**src/rtl/fx2_stream_out_reader_pkg.sv**
```systemverilog
// Shared FX2 slave-FIFO definitions: reader state encoding and endpoint addresses.
// Latency: n/a (types and constants only).
// Backpressure: n/a.
package fx2_stream_out_reader_pkg;

    // Reader states: idle, one-cycle bus turnaround, active read
    typedef enum logic [1:0] {
        ST_IDLE = 2'b00,
        ST_TURN = 2'b01,
        ST_READ = 2'b10
    } rd_state_t;

    // FIFOADR values; EP6 is used by the stream-in controller on the same pins
    localparam logic [1:0] EP2 = 2'b00;
    localparam logic [1:0] EP6 = 2'b10;

    // Level counter width for a buffer of the given depth (0..depth inclusive)
    function automatic int level_width(input int depth);
        return $clog2(depth) + 1;
    endfunction

endpackage

```
**src/rtl/fx2_stream_out_reader_if.sv**
```systemverilog
// FX2 EP2 pins plus downstream byte stream and status, bundled for the reader.
// Latency: n/a (wiring only).
// Backpressure: m_ready from the consumer; flaga_n/enable gate the FX2 side.
interface fx2_stream_out_reader_if
    import fx2_stream_out_reader_pkg::*;
#(
    parameter int DEPTH = 16
);
    localparam int CW = level_width(DEPTH);

    logic          enable;
    logic          flaga_n;
    logic [7:0]    data_in;
    logic [1:0]    faddr;
    logic          sloe_n;
    logic          slrd_n;
    logic [7:0]    m_data;
    logic          m_valid;
    logic          m_ready;
    logic [15:0]   byte_count;
    logic [CW-1:0] fifo_level;

    // The reader block itself
    modport master (
        input  enable, flaga_n, data_in, m_ready,
        output faddr, sloe_n, slrd_n, m_data, m_valid, byte_count, fifo_level
    );

    // The FX2 / consumer / control side
    modport slave (
        output enable, flaga_n, data_in, m_ready,
        input  faddr, sloe_n, slrd_n, m_data, m_valid, byte_count, fifo_level
    );

endinterface

```
**src/rtl/fx2_stream_out_reader_sync_byte_fifo.sv**
```systemverilog
// Single-clock byte FIFO with level count; dout shows the head slot combinationally.
// Latency: a byte pushed at edge N is on dout with empty=0 after edge N.
// Backpressure: push ignored when full, pop ignored when empty; full/empty from registered level.
module sync_byte_fifo #(
    parameter int DEPTH = 16,
    parameter int CW    = $clog2(DEPTH) + 1
) (
    input  logic          clk,
    input  logic          reset,
    input  logic          push,
    input  logic [7:0]    din,
    input  logic          pop,
    output logic [7:0]    dout,
    output logic          full,
    output logic          empty,
    output logic [CW-1:0] level
);
    localparam int AW = $clog2(DEPTH);

    logic [7:0]    mem [DEPTH];
    logic [AW-1:0] wr_ptr;
    logic [AW-1:0] rd_ptr;
    logic          push_ok;
    logic          pop_ok;

    assign full    = (level == CW'(DEPTH));
    assign empty   = (level == '0);
    assign push_ok = push & ~full;
    assign pop_ok  = pop & ~empty;
    assign dout    = mem[rd_ptr];

    // Storage; cleared on reset so the head byte reads 00 while empty after reset
    always_ff @(posedge clk or posedge reset) begin
        if (reset) begin
            for (int i = 0; i < DEPTH; i++) begin
                mem[i] <= 8'h00;
            end
        end else if (push_ok) begin
            mem[wr_ptr] <= din;
        end
    end

    // Pointers wrap naturally at the power-of-two depth
    always_ff @(posedge clk or posedge reset) begin
        if (reset) begin
            wr_ptr <= '0;
            rd_ptr <= '0;
        end else begin
            if (push_ok) wr_ptr <= wr_ptr + AW'(1);
            if (pop_ok)  rd_ptr <= rd_ptr + AW'(1);
        end
    end

    // Occupancy; simultaneous push and pop leaves it unchanged
    always_ff @(posedge clk or posedge reset) begin
        if (reset) begin
            level <= '0;
        end else begin
            case ({push_ok, pop_ok})
                2'b10:   level <= level + CW'(1);
                2'b01:   level <= level - CW'(1);
                default: level <= level;
            endcase
        end
    end

endmodule

```
**src/rtl/fx2_stream_out_reader.sv**
```systemverilog
// Drains FX2 EP2 OUT via SLOE/SLRD into a local byte FIFO and streams it downstream.
// Latency: first strobe 2 cycles after qualifying in idle; captured byte visible next cycle.
// Backpressure: strobe drops combinationally on !enable, !flaga_n or buffer full; m_ready pops.
module fx2_stream_out_reader
    import fx2_stream_out_reader_pkg::*;
#(
    parameter int         DEPTH   = 16,
    parameter logic [1:0] EP_ADDR = EP2
) (
    input  logic                   clk,
    input  logic                   reset,
    fx2_stream_out_reader_if.master bus
);
    localparam int CW = level_width(DEPTH);

    rd_state_t state_q;
    rd_state_t state_d;
    logic      full;
    logic      empty;
    logic      rd_en;
    logic      pop;
    logic [15:0] byte_count_q;

    // Read only from the READ state with the endpoint non-empty and local space present
    assign rd_en = (state_q == ST_READ) & bus.enable & bus.flaga_n & ~full;
    assign pop   = bus.m_ready & ~empty;

    assign bus.faddr      = EP_ADDR;
    assign bus.sloe_n     = (state_q == ST_IDLE);
    assign bus.slrd_n     = ~rd_en;
    assign bus.m_valid    = ~empty;
    assign bus.byte_count = byte_count_q;

    // State register
    always_ff @(posedge clk or posedge reset) begin
        if (reset) state_q <= ST_IDLE;
        else       state_q <= state_d;
    end

    // Next state: every entry to READ passes through one turnaround cycle
    always_comb begin
        state_d = state_q;
        unique case (state_q)
            ST_IDLE: if (bus.enable & bus.flaga_n & ~full) state_d = ST_TURN;
            ST_TURN: state_d = ST_READ;
            ST_READ: if (~bus.enable | ~bus.flaga_n | full) state_d = ST_IDLE;
            default: state_d = ST_IDLE;
        endcase
    end

    // Running count of bytes taken from the FX2, wrapping at 16 bits
    always_ff @(posedge clk or posedge reset) begin
        if (reset)      byte_count_q <= 16'h0000;
        else if (rd_en) byte_count_q <= byte_count_q + 16'd1;
    end

    sync_byte_fifo #(
        .DEPTH (DEPTH),
        .CW    (CW)
    ) u_fifo (
        .clk   (clk),
        .reset (reset),
        .push  (rd_en),
        .din   (bus.data_in),
        .pop   (pop),
        .dout  (bus.m_data),
        .full  (full),
        .empty (empty),
        .level (bus.fifo_level)
    );

endmodule

```
**src/flat_wrapper.sv**
```systemverilog
// flat-port wrapper written by rule: the top's interface ports become plain ports
module fx2_stream_out_reader_flat import fx2_stream_out_reader_pkg::*;
#(
    parameter int         DEPTH   = 16,
    parameter logic [1:0] EP_ADDR = EP2
)
  (clk, reset, bus_enable, bus_flaga_n, bus_data_in, bus_m_ready, bus_faddr, bus_sloe_n, bus_slrd_n, bus_m_data, bus_m_valid, bus_byte_count, bus_fifo_level);
  fx2_stream_out_reader_if #(.DEPTH(DEPTH)) bus_i ();
  input  logic clk;
  input  logic reset;
  input wire logic [$bits(bus_i.enable)-1:0] bus_enable;
  input wire logic [$bits(bus_i.flaga_n)-1:0] bus_flaga_n;
  input wire logic [$bits(bus_i.data_in)-1:0] bus_data_in;
  input wire logic [$bits(bus_i.m_ready)-1:0] bus_m_ready;
  output wire logic [$bits(bus_i.faddr)-1:0] bus_faddr;
  output wire logic [$bits(bus_i.sloe_n)-1:0] bus_sloe_n;
  output wire logic [$bits(bus_i.slrd_n)-1:0] bus_slrd_n;
  output wire logic [$bits(bus_i.m_data)-1:0] bus_m_data;
  output wire logic [$bits(bus_i.m_valid)-1:0] bus_m_valid;
  output wire logic [$bits(bus_i.byte_count)-1:0] bus_byte_count;
  output wire logic [$bits(bus_i.fifo_level)-1:0] bus_fifo_level;
  assign bus_i.enable = bus_enable;
  assign bus_i.flaga_n = bus_flaga_n;
  assign bus_i.data_in = bus_data_in;
  assign bus_i.m_ready = bus_m_ready;
  assign bus_faddr = bus_i.faddr;
  assign bus_sloe_n = bus_i.sloe_n;
  assign bus_slrd_n = bus_i.slrd_n;
  assign bus_m_data = bus_i.m_data;
  assign bus_m_valid = bus_i.m_valid;
  assign bus_byte_count = bus_i.byte_count;
  assign bus_fifo_level = bus_i.fifo_level;
  fx2_stream_out_reader #(.DEPTH(DEPTH), .EP_ADDR(EP_ADDR)) u_core (.clk(clk), .reset(reset), .bus(bus_i));
endmodule
```
**config.mk**
```make
export PLATFORM = sky130hd
export DESIGN_NAME = fx2_stream_out_reader_flat
export DESIGN_NICKNAME = d
export VERILOG_FILES = /design/src/rtl/fx2_stream_out_reader_pkg.sv /design/src/rtl/fx2_stream_out_reader_if.sv /design/src/rtl/fx2_stream_out_reader_sync_byte_fifo.sv /design/src/rtl/fx2_stream_out_reader.sv /design/src/flat_wrapper.sv
export SDC_FILE = /design/constraint.sdc
export NUM_CORES = 1
export LEC_CHECK = 0
export CAP_MARGIN = 15
export CORE_UTILIZATION = 54
export CTS_CLUSTER_DIAMETER = 150
export DETAILED_ROUTE_END_ITERATION = 7
export PLACE_DENSITY_LB_ADDON = 0.08
export SLEW_MARGIN = 20
export SYNTH_ARGS = -nofsm -noshare
export SYNTH_HDL_FRONTEND = slang
export SYNTH_SLANG_ARGS = --single-unit
```
**constraint.sdc**
```tcl
create_clock -name clk -period 4.37 [get_ports clk]
set_input_delay 0.437 -clock clk [delete_from_list [all_inputs] [get_ports clk]]
set_output_delay 0.437 -clock clk [all_outputs]
set_load 0.02 [all_outputs]
```
==> results of run 1 <==
## sequential cells by signal, summed over array words and instances (netlist names)
register               count
u_core.u_fifo.wr_ptr       4
u_core.bus.byte_count     16
u_core.u_fifo.rd_ptr       4
u_core.u_fifo.mem        128
u_core.state_q             2
u_core.u_fifo.level        5
## placed cells by master (no fill, tap or decap), types with 4 or more instances in the layout
cell type        synthesis  final
clkinvlp_4               0      4
dfrtp_1                159    158
inv_1                    7      6
nor4_1                   4      4
xor2_1                  13     13
xnor2_1                 14     14
clkdlybuf4s50_1          0     44
nand3_1                  7      7
bufinv_16                0      4
a21oi_1                  4      4
ha_1                     9      9
mux2_2                 129    129
nor2b_1                  4      4
mux4_2                  32     32
a22oi_1                 16     16
nand2_1                 27     27
nand4_1                  7      7
nor2_2                  12     12
clkinv_2                 0      4
clkbuf_16                0     17
nor3_1                   6      6
nor2_1                   4      4
nor3_4                   4      4
## through the flow
step,total power [mW],cell area (µm²)
2_1_floorplan,3.083,7440
3_3_place_gp,3.482,8043
3_5_place_dp,3.538,8043
4_1_cts,5.109,8666
5_1_grt,5.310,8687
6_report,5.070,8687
## layer usage
layer | routed length (µm) | track usage (%)
met5 | 0 | 0
met3 | 489 | 4.454
met2 | 7290 | 35.90
met4 | 238 | 9.297
met1 | 7159 | 34.59
## power groups by stage
| stage | sequential (mW) | clock [mW] | combinational (mW) |
|---|---|---|---|
| 5_1_grt | 2.16 | 1.64 | 1.51 |
| 3_3_place_gp | 2.11 | 0 | 1.38 |
| 6_report | 2.11 | 1.56 | 1.40 |
| 3_5_place_dp | 2.13 | 0 | 1.41 |
| 2_1_floorplan | 2.04 | 0 | 1.04 |
| 4_1_cts | 2.11 | 1.59 | 1.42 |
## cells by family (layout without fill, tap and decap cells)
family          Yosys count  after routing  synth area share, %
fa+ha+maj                 9              9                1.515
compound gates           33             33                3.334
simple gates             86             86                6.852
mux                     163            163                29.55
flops                   159            159                53.54
other cells               1              2              0.05046
buf+inv                  32             89                1.987
xor+xnor                 27             27                3.182
## final timing paths
| path | from | to | slack, ns | cells after the start |
|---|---|---|---|---|
| max | u_core.u_fifo.rd_ptr[0] | bus_m_data[0] | 0.94 | 5 |
| min | reset | u_core.u_fifo.level[0] | 0.32 | 2 |
| max reg2reg | u_core.u_fifo.level[1] | u_core.u_fifo.level[4] | 1.05 | 11 |
| min reg2reg | u_core.bus.byte_count[15] | u_core.bus.byte_count[15] | 0.48 | 1 |
| max in group asynchronous | reset | u_core.u_fifo.mem[74] | 3.08 | 4 |
| min in group clk | u_core.bus.byte_count[15] | u_core.bus.byte_count[15] | 0.48 | 1 |
## area by class of cell
type,count,area [µm²]
Clock inverter,11,162.7
Clock buffer,21,460.4
Multi-Input combinational cell,320,3311
Fill cell,990,4661
Tap cell,176,220.2
Timing Repair Buffer,50,523.0
Sequential cell,159,3980
Inverter,7,30.03
==> flow_summary.ini, run 1 <==
[die]
die_w_um = 119.3
die-area_um2 = 14240
fp.coreArea_um2 = 13350
row_count = 42
io-pin-count = 47
initial_core_util_pct = 55.68
die-height_um = 119.3

[global_routing]
grt_usage_pct = 23.87
grt_max_degree = 83
gr-total-overflow = 0
grt_antenna_before_repair = 0
grt_pass1_wl_um = 25320
grt_pass1_vias = 4530

[power_and_ir_drop]
p_clk_share_pct = 30.8
power.leakage_nw = 3.910
switching_share_pct = 30.47
p_switching_mw = 1.545
p_seq_share_pct = 41.6
pwr_density_cell_nw_per_um2 = 583.6
combPwrFrac_pct = 27.7
power.internal_mw = 3.525
irDropWorstVdd_v = 0.0004040

[critical_path]
critical_path_class = reg -> out
critPathCaptureType = output pin
critPathTopFamily = buffers and inverters
path_cells = buf_12 > mux4_2 > a22oi_1 > nand2_1 > clkdlybuf4s50_1
crit_required_ns = 3.93
path_buf_inv = 2
crit_arrival_ns = 3.00
cp_max_fo = 18
startpoint_type = flip-flop
max_stage_delay_ns = 0.75
crit_slowest_cell = dfrtp_2

[timing]
max_slew_margin_pct = 25.24
clock.fmax_mhz = 291.2
drv_slew = 0
finalCritPeriodShare_pct = 78.58
hold_slack_ns = 0.3184
timing_hold_violations_final = 0
setup_viol = 0
period_minus_slack_ns = 3.434
setup_tns_ns = 0
rsz0062_at_grt = no
setup_ws_ns = 0.9360
worst_pin_slew_ns = 1.093
skew_ns = 0.006259

[drt]
drt_wl_total_um = 15180
num_vias = 4360
routedWlPerCell_um = 20.40
drt_pre_antenna_iters = 4
drcViolationCount = 0
first_iter_violations = 277
ant_nets = 0
routed_via_density = 5.860

[logic_synthesis]
synth_commonest_cells = dfrtp_1 (159), mux2_2 (129), mux4_2 (32), nand2_1 (27), a22oi_1 (16)
yosys_warnings = 0
yosys.area.top_type_share_pct = 53.54
ys_types = 45
avgSynthCellArea_um2 = 14.57
netlist_instances = 510
synthArstFlopShare_pct = 100.0
synth_area_leaders = dfrtp_1 (54%), mux2_2 (20%), mux4_2 (9.7%)
yosys.area.top_type = dfrtp_1
synth_ff_type = dfrtp_1
synth_edf_count = 0
ys_ff_latch = 159
syn-cell-area_um2 = 7432
post-synth-top-count-cell = dfrtp_1
seq_area_frac_synth_pct = 53.54

[clocking]
cts_buffers = 17
clkTransAtPathRegs_ns = 0.06
cts_resized = 0
cts.sinks = 159
cts_tree = built
post_cts_buffers = 0
cts-htree-levels = 4
max-clock-path-buffers = 2
cts_root_buf = clkbuf_16
hold_buffers = 0
clk-insertion-delay-late_ns = 0.43

[worst_hold_path]
worstHoldPathType = in -> async

[job]
maxCapViolations = 0

[outcome]
status = finished clean

[final_layout]
final_cells = 744
nets = 577
final_util_pct = 65.08
num_antenna_cells = 0
area_growth_pct = 16.89
drive_gt1_share_pct = 39.08

[place]
place.gp.congestion = 0.7605
hpwl_um = 10080
placed_cells = 711
portBuffers = 44
dp_worst_setup_slack_ns = 1.037
(Power assumes the default switching activity.)
==> run 2: changes to the inputs <==
==> constraint.sdc (replaced) <==
create_clock -name clk -period 3.03 [get_ports clk]
set_input_delay 0.303 -clock clk [delete_from_list [all_inputs] [get_ports clk]]
set_output_delay 0.303 -clock clk [all_outputs]
set_load 0.02 [all_outputs]
==> run 2 against run 1 <==
Worst setup slack got worse by 0.72 ns. Die area unchanged. Power increased by 43%. Clock power increased by 37%. Register-to-register slack worse by 0.62 ns. Wire length decreased by 2.5%. Clock skew about the same. Design area grew 0.85%. Hold slack gained 0.097 ns.
==> flow_summary.ini, run 2 (synthesized netlist as in run 1, its figures left out) <==
[drt]
routed_via_density = 5.784
drcViolationCount = 0
drt_pre_antenna_iters = 4
routedWlPerCell_um = 19.64
ant_nets = 0
num_vias = 4361
drt_wl_total_um = 14810
first_iter_violations = 255

[timing]
skew_ns = 0.006666
worst_pin_slew_ns = 0.8509
setup_ws_ns = 0.2112
timing_hold_violations_final = 0
max_slew_margin_pct = 43.15
period_minus_slack_ns = 2.819
clock.fmax_mhz = 354.8
setup_tns_ns = 0
rsz0062_at_grt = no
setup_viol = 0
drv_slew = 0
finalCritPeriodShare_pct = 93.03

[clocking]
cts_root_buf = clkbuf_16
clkTransAtPathRegs_ns = 0.06
cts-htree-levels = 4
post_cts_buffers = 0
cts.sinks = 159
hold_buffers = 0
cts_buffers = 17
clk-insertion-delay-late_ns = 0.41
max-clock-path-buffers = 2
cts_resized = 0
cts_tree = built

[power_and_ir_drop]
pwr_density_cell_nw_per_um2 = 825.4
irDropWorstVdd_v = 0.0005513
power.leakage_nw = 3.968

[critical_path]
critPathLaunch = u_core.u_fifo.rd_ptr[0]
rr_endpoint = u_core.u_fifo.level[4]
path_cells = buf_12 > mux4_2 > a22oi_1 > nand2_1 > clkdlybuf4s50_1
critical_path_class = reg -> out
critPathCapture = bus_m_data[2]
max_stage_delay_ns = 0.54
ff2ff_path_depth = 10
cp_max_fo = 28
crit_slowest_cell = clkdlybuf4s50_1
critPathTopFamily = buffers and inverters
critPathCaptureType = output pin
path_buf_inv = 2
startpoint_type = flip-flop
worstReg2RegStart = u_core.u_fifo.level[0]
crit_arrival_ns = 2.52
crit_cells = 5
r2r_slack_ns = 0.43
crit_required_ns = 2.73

[final_layout]
area_growth_pct = 17.88
largest_reg_flops = 128
drive_gt1_share_pct = 39.97
top_register = u_core.u_fifo.mem
final_cell_mix = dfrtp_1 (158), mux2_2 (129), clkdlybuf4s50_1 (44), mux4_2 (32), nand2_1 (27)
num_antenna_cells = 0
final_common_cell = dfrtp_1
nets = 587

[place]
dp_worst_setup_slack_ns = 0.2544
portBuffers = 44
hpwl_um = 10060
place.gp.congestion = 0.7622

[global_routing]
grt_antenna_before_repair = 0
grt_pass1_vias = 4509
gr-total-overflow = 0
grt_usage_pct = 22.90
grt_pass1_wl_um = 24500
grt_max_degree = 41

[outcome]
status = finished clean

[job]
maxCapViolations = 0

[die]
row_count = 42
initial_core_util_pct = 55.68
die-height_um = 119.3
fp.coreArea_um2 = 13350
io-pin-count = 47
die_w_um = 119.3
die-area_um2 = 14240

[worst_hold_path]
worstHoldPathType = in -> async
run 2: changes by cell type in the layout (fill, tap and decap cells not counted), moves of 2 or more:
cell,previous run,this run
buf_12,3,5
buf_4,3,11
bufinv_16,4,2
clkbuf_1,2,4
clkbuf_8,2,6
clkinvlp_4,4,1
run 2: per-stage QoR:
stage                     instance area, µm²  total power [mW]  util, %  cells  hold slack, ns
after CTS                               8761             7.297    65.64    754          0.4260
after detailed placement                8163             5.142    61.15    722          0.4715
after global routing                    8761             7.592    65.64    754          0.4663
after global placement                  8163             5.061    61.15    722          0.4660
after floorplan                         7441             4.447        -    511          0.4526
final                                   8761             7.232    65.64    754          0.4156
run 2: how the worst min path moves through the flow:
stage                              start                         to  slack [ns]  cells past startpoint
3_5_place_dp   u_core.bus.byte_count[15]  u_core.bus.byte_count[15]        0.47                      1
3_3_place_gp   u_core.bus.byte_count[15]  u_core.bus.byte_count[15]        0.47                      1
6_report                           reset      u_core.u_fifo.mem[55]        0.42                      2
2_1_floorplan       u_core.u_fifo.mem[2]       u_core.u_fifo.mem[2]        0.45                      1
5_1_grt                            reset      u_core.u_fifo.mem[55]        0.47                      2
4_1_cts                            reset      u_core.u_fifo.mem[55]        0.43                      2
run 2: per-layer routing:
layer / up-vias / GRT usage (%) / wire, µm
li1: 1984 / - / -
met1: 2312 / 33.39 / 7184
met2: 53 / 35.10 / 7110
met3: 12 / 5.460 / 396
met4: 0 / 5.078 / 114
met5: - / 0 / 0
run 2: area by class of cell:
cell class | instances | area (µm²)
Clock buffer | 27 | 523.0
Inverter | 7 | 30.03
Fill cell | 1007 | 4587
Sequential cell | 159 | 3980
Timing Repair Buffer | 60 | 623.1
Clock inverter | 5 | 75.07
Multi-Input combinational cell | 320 | 3309
Tap cell | 176 | 220.2
run 2: worst reg2reg max path, delay by kind of cell (launching register included):
kind / cells / cell delay [ns]
compound gates: 3 / 0.42
xor+xnor: 2 / 0.30
fa+ha+maj: 2 / 0.41
buf+inv: 1 / 0.10
flops: 1 / 0.47
simple gates: 2 / 0.82
run 2: power by group:
group,internal (mW),switching (mW)
Clock,1.34,0.795
Combinational,1.12,0.996
Sequential,2.60,0.380
Total,5.06,2.17
